`src/rtl/frame_loader_pkg.sv`:
```
// rtl/frame_loader_pkg.sv - shared state type, header sync word and header field layout
package frame_loader_pkg;

  typedef enum logic [2:0] {
    ST_IDLE,
    ST_DATA,
    ST_SETUP,
    ST_STROBE,
    ST_HOLD
  } state_e;

  localparam logic [7:0] HDR_SYNC     = 8'hC5;
  localparam int         HDR_SYNC_MSB = 31;
  localparam int         HDR_SYNC_LSB = 24;
  localparam int         HDR_IDX_MSB  = 4;
  localparam int         HDR_IDX_LSB  = 0;
  localparam int         IDX_W        = HDR_IDX_MSB - HDR_IDX_LSB + 1;

  function automatic logic [15:0] sat_inc16(input logic [15:0] v);
    return (v == 16'hFFFF) ? v : v + 16'd1;
  endfunction

endpackage

```
`src/rtl/frame_strobe_dec.sv`:
```
// rtl/frame_strobe_dec.sv - one-hot frame strobe decoder, enabled only while strobing
module frame_strobe_dec
  import frame_loader_pkg::*;
#(
  parameter int MaxFramesPerCol = 20
) (
  input  logic [IDX_W-1:0]           idx_i,
  input  logic                       en_i,
  output logic [MaxFramesPerCol-1:0] strobe_o
);

  always_comb begin
    strobe_o = '0;
    for (int i = 0; i < MaxFramesPerCol; i++) begin
      strobe_o[i] = en_i && (idx_i == IDX_W'(i));
    end
  end

endmodule

```
`src/rtl/frame_loader.sv`:
```
// rtl/frame_loader.sv - header/data word loader driving one column's FrameData and FrameStrobe
module frame_loader
  import frame_loader_pkg::*;
#(
  parameter int FrameBitsPerRow = 32,
  parameter int MaxFramesPerCol = 20,
  parameter int StrobeLen       = 1
) (
  input  logic                       UserCLK,
  input  logic                       resetn,
  input  logic [FrameBitsPerRow-1:0] s_data,
  input  logic                       s_valid,
  output logic                       s_ready,
  input  logic                       clr,
  output logic [FrameBitsPerRow-1:0] FrameData,
  output logic [MaxFramesPerCol-1:0] FrameStrobe,
  output logic                       busy,
  output logic                       err,
  output logic [15:0]                frame_cnt
);

  state_e                     state_q;
  logic                       s_ready_q;
  logic [IDX_W-1:0]           idx_q;
  logic [FrameBitsPerRow-1:0] frame_data_q;
  logic [3:0]                 strobe_cnt_q;
  logic                       err_q;
  logic [15:0]                frame_cnt_q;

  logic [IDX_W-1:0] hdr_idx;
  logic             hdr_ok;
  logic             accept;
  logic             strobe_last;

  assign hdr_idx     = s_data[HDR_IDX_MSB:HDR_IDX_LSB];
  assign hdr_ok      = (s_data[HDR_SYNC_MSB:HDR_SYNC_LSB] == HDR_SYNC) &&
                       (32'(hdr_idx) < 32'(MaxFramesPerCol));
  assign accept      = s_valid && s_ready_q;
  assign strobe_last = (strobe_cnt_q == 4'(StrobeLen - 1));

  // clr is applied first so that a same-edge error or increment overrides it
  always_ff @(posedge UserCLK or negedge resetn) begin
    if (!resetn) begin
      state_q      <= ST_IDLE;
      s_ready_q    <= 1'b0;
      idx_q        <= '0;
      frame_data_q <= '0;
      strobe_cnt_q <= '0;
      err_q        <= 1'b0;
      frame_cnt_q  <= '0;
    end else begin
      if (clr) begin
        err_q       <= 1'b0;
        frame_cnt_q <= '0;
      end
      case (state_q)
        ST_IDLE: begin
          s_ready_q <= 1'b1;
          if (accept) begin
            if (hdr_ok) begin
              idx_q   <= hdr_idx;
              state_q <= ST_DATA;
            end else begin
              err_q <= 1'b1;
            end
          end
        end
        ST_DATA: begin
          if (accept) begin
            frame_data_q <= s_data;
            s_ready_q    <= 1'b0;
            state_q      <= ST_SETUP;
          end
        end
        ST_SETUP: begin
          strobe_cnt_q <= '0;
          state_q      <= ST_STROBE;
        end
        ST_STROBE: begin
          if (strobe_last) begin
            strobe_cnt_q <= '0;
            frame_cnt_q  <= sat_inc16(frame_cnt_q);
            state_q      <= ST_HOLD;
          end else begin
            strobe_cnt_q <= strobe_cnt_q + 4'd1;
          end
        end
        ST_HOLD: begin
          s_ready_q <= 1'b1;
          state_q   <= ST_IDLE;
        end
        default: begin
          s_ready_q <= 1'b0;
          state_q   <= ST_IDLE;
        end
      endcase
    end
  end

  // strobe decodes straight from registered state/index, so reset clears it asynchronously
  frame_strobe_dec #(
    .MaxFramesPerCol(MaxFramesPerCol)
  ) u_strobe_dec (
    .idx_i   (idx_q),
    .en_i    (state_q == ST_STROBE),
    .strobe_o(FrameStrobe)
  );

  assign s_ready   = s_ready_q;
  assign FrameData = frame_data_q;
  assign busy      = (state_q != ST_IDLE);
  assign err       = err_q;
  assign frame_cnt = frame_cnt_q;

endmodule

```
`config.mk`:
```
export PLATFORM = sky130hd
export DESIGN_NAME = frame_loader
export DESIGN_NICKNAME = d
export VERILOG_FILES = /design/src/rtl/frame_loader_pkg.sv /design/src/rtl/frame_strobe_dec.sv /design/src/rtl/frame_loader.sv
export SDC_FILE = /design/constraint.sdc
export NUM_CORES = 1
export LEC_CHECK = 0
export BUFFER_PORTS_ARGS = -buffer_cell sky130_fd_sc_hd__buf_2
export CORE_AREA = 2 2 107 67
export CTS_BUF_LIST = sky130_fd_sc_hd__clkbuf_8
export CTS_CLUSTER_DIAMETER = 200
export DETAILED_ROUTE_END_ITERATION = 8
export DIE_AREA = 0 0 109 69
export PLACE_DENSITY = 0.87
export SYNTH_ARGS = -nofsm -noshare
export SYNTH_HDL_FRONTEND = slang
export SYNTH_SLANG_ARGS = --single-unit
```
`constraint.sdc`:
```
create_clock -name UserCLK -period 2.7 [get_ports UserCLK]
set_clock_uncertainty 0.15 [all_clocks]
set_input_delay 0.135 -clock UserCLK [delete_from_list [all_inputs] [get_ports UserCLK]]
set_output_delay 0.135 -clock UserCLK [all_outputs]
set_load 0.1 [all_outputs]
```
# Yosys cells after proc, flatten, opt, wreduce, memory -nomap -nowiden
# Index checks and enable logic that the tools add are counted.
dict set report classes {
  addsub 2
  mul 0
  div 0
  n_lt_le_gt_ge 1
  eq_ne 30
  shifts 0
  mux 17
  bitwise 1
  reduce_logical 33
}
# cell count
set ops {}
lappend ops {{2-to-1 mux 16 bit} 4}
lappend ops {{== test 5 x 4 -> 1 bit, second input constant} 8}
lappend ops {{logical AND 1 bit} 22}
lappend ops {{== test 5 x 3 -> 1 bit, second input constant} 4}
lappend ops {{== test 5 bit, second input constant} 4}
lappend ops {{adder 16 x 1 -> 16 bit, second input constant} 1}
lappend ops {{== test 16 bit, second input constant} 1}
lappend ops {{2-to-1 mux 3 bit} 4}
lappend ops {{one-hot mux 3 bit (4 select lines)} 1}
lappend ops {{== test 5 x 2 -> 1 bit, second input constant} 2}
lappend ops {{== test 8 bit, second input constant} 1}
lappend ops {{!= test 2 bit, second input constant} 4}
lappend ops {{one-hot mux 4 bit (2 select lines)} 1}
lappend ops {{== test 3 x 2 -> 1 bit, second input constant} 2}
lappend ops {{== test 5 x 1 -> 1 bit, second input constant} 1}
lappend ops {{zero test 5 bit} 1}
lappend ops {{less-than comparator 5 bit, second input constant} 1}
lappend ops {{2-to-1 mux 1 bit} 5}
lappend ops {{adder 4 x 1 -> 4 bit, second input constant} 1}
lappend ops {{zero test 4 bit} 1}
lappend ops {{2-to-1 mux 4 bit} 1}
lappend ops {{AND reduction 2 bit} 2}
lappend ops {{AND reduction 4 bit} 1}
lappend ops {{OR reduction 2 bit} 2}
lappend ops {{other kinds (9)} 9}
dict set report word_totals {
  ff_bits 62
  latchBits 0
  ramBits 0
  romBits 0
  out_inout_bits 71
  elab_cells 91
  n_memories 0
}

# Logic depth before layout (Yosys ltp)
dict set report depth {
  word_depth 5
  ltp_mapped 8
  ltp_nobuf 6
}

# Cells and area by module
# From an unflattened synthesis, not the netlist that was laid out.
dict set report unflattened {
  hier_cells 263
  area_unflattened_um2 2932.8
}
# mod instances cells_each area_per_inst_um2 seq_area_each_um2
set modules_own_cells {}
lappend modules_own_cells {frame_loader 1 235 2773.9 1551.5}
lappend modules_own_cells {frame_strobe_dec 1 28 158.9 0.0}

# Least setup slack after synthesis
# Ideal clock, no wire load.
dict set report synth_path {
  path_kind {reg-to-output}
  from {reg state_q[2]}
  to {out FrameStrobe[3]}
  arrival_time_ns 3.242
  path_slack_ns -0.827
  stages_incl_launch_ff 7
  cell_sequence {dfrtp_1 -> clkbuf_1 -> nand3b_1 -> clkbuf_1 -> nor2_1 -> nand3_1 -> nor3_1}
}
dict set report synth_between {
  elab_chain_len 2
}
# element line
set synth_rtl {}
lappend synth_rtl {{start, declared} frame_loader.sv:22} ;# state_e state_q;
lappend synth_rtl {{start signal, assigned} frame_loader.sv:44} ;# state_q <= ST_IDLE;
lappend synth_rtl {{start signal, assigned} frame_loader.sv:62} ;# state_q <= ST_DATA;
lappend synth_rtl {{start signal, assigned} frame_loader.sv:72} ;# state_q <= ST_SETUP;
lappend synth_rtl {{== test 3 x 2 -> 1 bit} frame_loader.sv:105} ;# .en_i (state_q == ST_STROBE),
lappend synth_rtl {{logical AND 1 bit} frame_strobe_dec.sv:15} ;# strobe_o[i] = en_i && (idx_i == IDX_W'(i));
lappend synth_rtl {{end, declared} frame_loader.sv:16} ;# output logic [MaxFramesPerCol-1:0] FrameStrobe,
# No other way between the ends.

# Worst setup path after layout
dict set report layout_path {
  from {reg strobe_cnt_q[0]}
  to {reg frame_cnt_q[9], in the netlist frame_cnt[9]}
}
dict set report layout_between {
  elab_chain_len 3
}
# element line
set layout_rtl {}
lappend layout_rtl {{start, declared} frame_loader.sv:26} ;# logic [3:0] strobe_cnt_q;
lappend layout_rtl {{start signal, assigned} frame_loader.sv:85} ;# strobe_cnt_q <= strobe_cnt_q + 4'd1;
lappend layout_rtl {{zero test 4 bit (*)} frame_loader.sv:39} ;# assign strobe_last = (strobe_cnt_q == 4'(StrobeLen - 1));
lappend layout_rtl {{2-to-1 mux 16 bit} frame_loader.sv:80} ;# if (strobe_last) begin
lappend layout_rtl {{2-to-1 mux 16 bit} frame_loader.sv:56} ;# case (state_q)
lappend layout_rtl {{end signal, assigned} frame_loader.sv:82} ;# frame_cnt_q <= sat_inc16(frame_cnt_q);
lappend layout_rtl {{end, declared} frame_loader.sv:28} ;# logic [15:0] frame_cnt_q;
# Mark *: on every way between the ends. The rest lies on a longest branch, timed or not.
# A chain may end at the register's enable or synchronous reset.

==> metrics.yaml <==
run_status: "complete, no violations"
hold-worst-slack_ns: 0.0376
postLayoutCellArea_um2: 4160
cts_max_level: 3
min_path_cells: 3
drc: 0
die_area_um2: 7520
cts.clk_slew.worst_paths_ns: 0.07
detailedRoute.firstPassIterationCount: 5
detailed_place_hpwl_um: 5410
synthesis.instances: 268
post_cts_buffers: 0
synth_sequential_area_ratio: 0.529
io_buffer_count: 106
synth-edff-count: 0
routed_wl_um: 8070
routabilityCongestion: 0.956
power_density_nw_per_um2: 1210
route.vias.total: 2735
finalMaxSlewViolations: 0
antenna_violating_nets_post_route: 0
synth_top_cells_by_area: "sky130_fd_sc_hd__dfrtp_1 53%, sky130_fd_sc_hd__mux2_2 15%, sky130_fd_sc_hd__nor2_1 2.7%"
grt_start_max_net_pins: 63
finish.net_count: 455
vias_cell: 5.39
static_leakage_uw: 0.00196
yosys_register_bits: 62
postSynth.topFlopCell: "sky130_fd_sc_hd__dfrtp_1"
wl_per_cell_um: 15.9
final_setup_viols: 0
antenna_found_initial: 0
cp-end-kind: "register"
synth_area_um2: 2930
initial_core_utilization: 0.449
detailedPlace.worstSlack_ns: 0.134
num_rows: 23
r2r_cells: 6
worst_slew_pin_slew_ns: 0.818
die-width_um: 109
grt_setup_unrepaired: "false"
worst_ep_arrival_time_ns: 2.68
io_pins: 107
path_class: "register to register"
grt.overflow.total: 0
cts_repair_resize_count: 0
tritoncts.num_buffers: 9
synthesis.nets: 307
fp.dieH_um: 69
insertedDiodeCount: 0
clock_sinks: 62
hold_path_class: "input pin to register"
vias_in_the_first_global_route: 2560
fmax_ghz: 0.385
cts_root_buf: "sky130_fd_sc_hd__clkbuf_8"
aggregate_negative_setup_slack_ns: 0
period_minus_slack_ns: 2.60
count_of_max_cap_constraint_violations: 0
headroom_to_the_max_slew_limit: 0.454
grt.total_usage: 0.218
yosysUniqueCellTypes: 43
synthTopCellsByCount: "62 x sky130_fd_sc_hd__dfrtp_1, 38 x sky130_fd_sc_hd__mux2_2, 21 x sky130_fd_sc_hd__nor2_1, 20 x sky130_fd_sc_hd__nand2_1, 14 x sky130_fd_sc_hd__nor3_1"
post_synth.cell_area_avg_um2: 10.9
initialDrtViolationCount: 226
postPlaceCellArea_um2: 3650
sort_of_element_at_the_start_of_the_critical_path: "register"
timing.final.ws_setup_ns: 0.103
finalHoldViolations: 0
number_of_buffers_on_the_longest_clock_path: 2
area.growth.synth_to_final_pct: 41.9
design.core.area_um2: 6530
synth-warning-count: 0
first_pass_grt_wire_length_um: 12600
post-route-util: 0.637
final_min_period_over_clock_period: 0.962
synth_top_cell_area_share: 0.529
proportion_of_layout_cells_with_a_drive_suffix_above_1: 0.448
synth_largest_area_cell: "sky130_fd_sc_hd__dfrtp_1"
yosys.cell_count.top_type: "sky130_fd_sc_hd__dfrtp_1"
tritoncts: "built"
ir_drop_uv: 945
synthArstFlopShare: 1.00
clkLatencyLatePin_ns: 0.32
worstPathRequired_ns: 2.78
worst-path-max-fanout: 8
-- metal layers --
layer	up-vias	GRT usage	wire length (um)
met1	1297	0.294	3450
met5	-	0	0
met2	139	0.339	3870
li1	1277	-	-
met4	0	0.0783	169
met3	22	0.0558	570
-- report_power, final --
| part | internal, uW | switching, uW | leakage (uW) | total (uW) |
|---|---|---|---|---|
| sequential | 1210 | 183 | 0.000786 | 1390 |
| combinational | 525 | 2430 | 0.00107 | 2950 |
| clock | 367 | 324 | 0.0000990 | 691 |
-- path summary, 6_finish.rpt --
| check | from | end | slack [ns] |
|---|---|---|---|
| setup / recovery | strobe_cnt_q[0] | frame_cnt[9] | 0.10 |
| hold / removal | s_valid | s_ready | 0.04 |
| setup reg to reg | strobe_cnt_q[0] | frame_cnt[9] | 0.10 |
| hold reg to reg | frame_cnt[5] | frame_cnt[5] | 0.35 |
| max in group asynchronous | resetn | frame_cnt[3] | 1.50 |
| min in group asynchronous | resetn | FrameData[22] | 0.36 |
-- registers in the layout (all words and copies together) (netlist names) --
| name | flops |
|---|---|
| FrameData | 32 |
| err | 1 |
| frame_cnt | 16 |
| idx_q | 5 |
| s_ready | 1 |
| state_q | 3 |
| strobe_cnt_q | 4 |
-- worst max-delay path, stage by stage (launching register included) --
cell                      delay [ns]
sky130_fd_sc_hd__dfrtp_1        0.41
sky130_fd_sc_hd__inv_1          0.07
sky130_fd_sc_hd__ha_1           0.16
sky130_fd_sc_hd__or3b_1         0.37
sky130_fd_sc_hd__or4_1          0.64
sky130_fd_sc_hd__or4_1          0.54
sky130_fd_sc_hd__a21oi_1        0.16
-- through the flow --
step / total power [uW] / instances
detailed placement: 4310 / 458
global placement: 4270 / 458
finish: 5040 / 507
CTS: 5060 / 507
floorplan: 3830 / 268
global route: 5230 / 507
-- layout make-up --
| type | count | area (um^2) |
|---|---|---|
| fill | 501 | 2370 |
| sequential | 62 | 1560 |
| multi-input combinational | 186 | 1360 |
| timing repair buffer | 149 | 938 |
| clock buffer | 11 | 151 |
| tap | 87 | 109 |
| inverter | 8 | 30.0 |
| clock inverter | 4 | 16.3 |
-- cells in the final DEF (no fill, tap or decap), types with 3 or more instances in the layout --
cell and instances:
sky130_fd_sc_hd__dfrtp_1 58, sky130_fd_sc_hd__mux2i_1 3, sky130_fd_sc_hd__ha_1 3, sky130_fd_sc_hd__nand2_1 20, sky130_fd_sc_hd__nand2b_1 4, sky130_fd_sc_hd__dlygate4sd3_1 34
sky130_fd_sc_hd__clkbuf_8 11, sky130_fd_sc_hd__nor3b_1 3, sky130_fd_sc_hd__inv_1 11, sky130_fd_sc_hd__buf_2 106, sky130_fd_sc_hd__buf_4 9, sky130_fd_sc_hd__a31oi_1 4
sky130_fd_sc_hd__dfrtp_2 4, sky130_fd_sc_hd__or3_1 3, sky130_fd_sc_hd__nor2_1 9, sky130_fd_sc_hd__o21ai_0 10, sky130_fd_sc_hd__a21oi_1 6, sky130_fd_sc_hd__or4_1 4
sky130_fd_sc_hd__mux2_2 38, sky130_fd_sc_hd__nand3b_1 3, sky130_fd_sc_hd__nor4bb_1 3, sky130_fd_sc_hd__o31ai_1 3, sky130_fd_sc_hd__nor2_2 12, sky130_fd_sc_hd__nand4_1 4
sky130_fd_sc_hd__nor3_1 10, sky130_fd_sc_hd__nand3_1 11, sky130_fd_sc_hd__nor3_2 4, sky130_fd_sc_hd__a211oi_1 4
-- cell families after synthesis --
kind of cell               share of synthesized area
and+or+nand+nor                                0.183
DFF                                            0.529
AOI/OAI and AO/OA                             0.0922
muxes                                          0.156
buffers and inverters                         0.0269
adders and majority gates                     0.0128
-- timing repair --
item	CTS	global route
endpoints found under the setup margin	0	0
endpoints found under the hold margin	100	0
hold buffers	34	0
No activity file was read; power rests on OpenSTA's default activity.
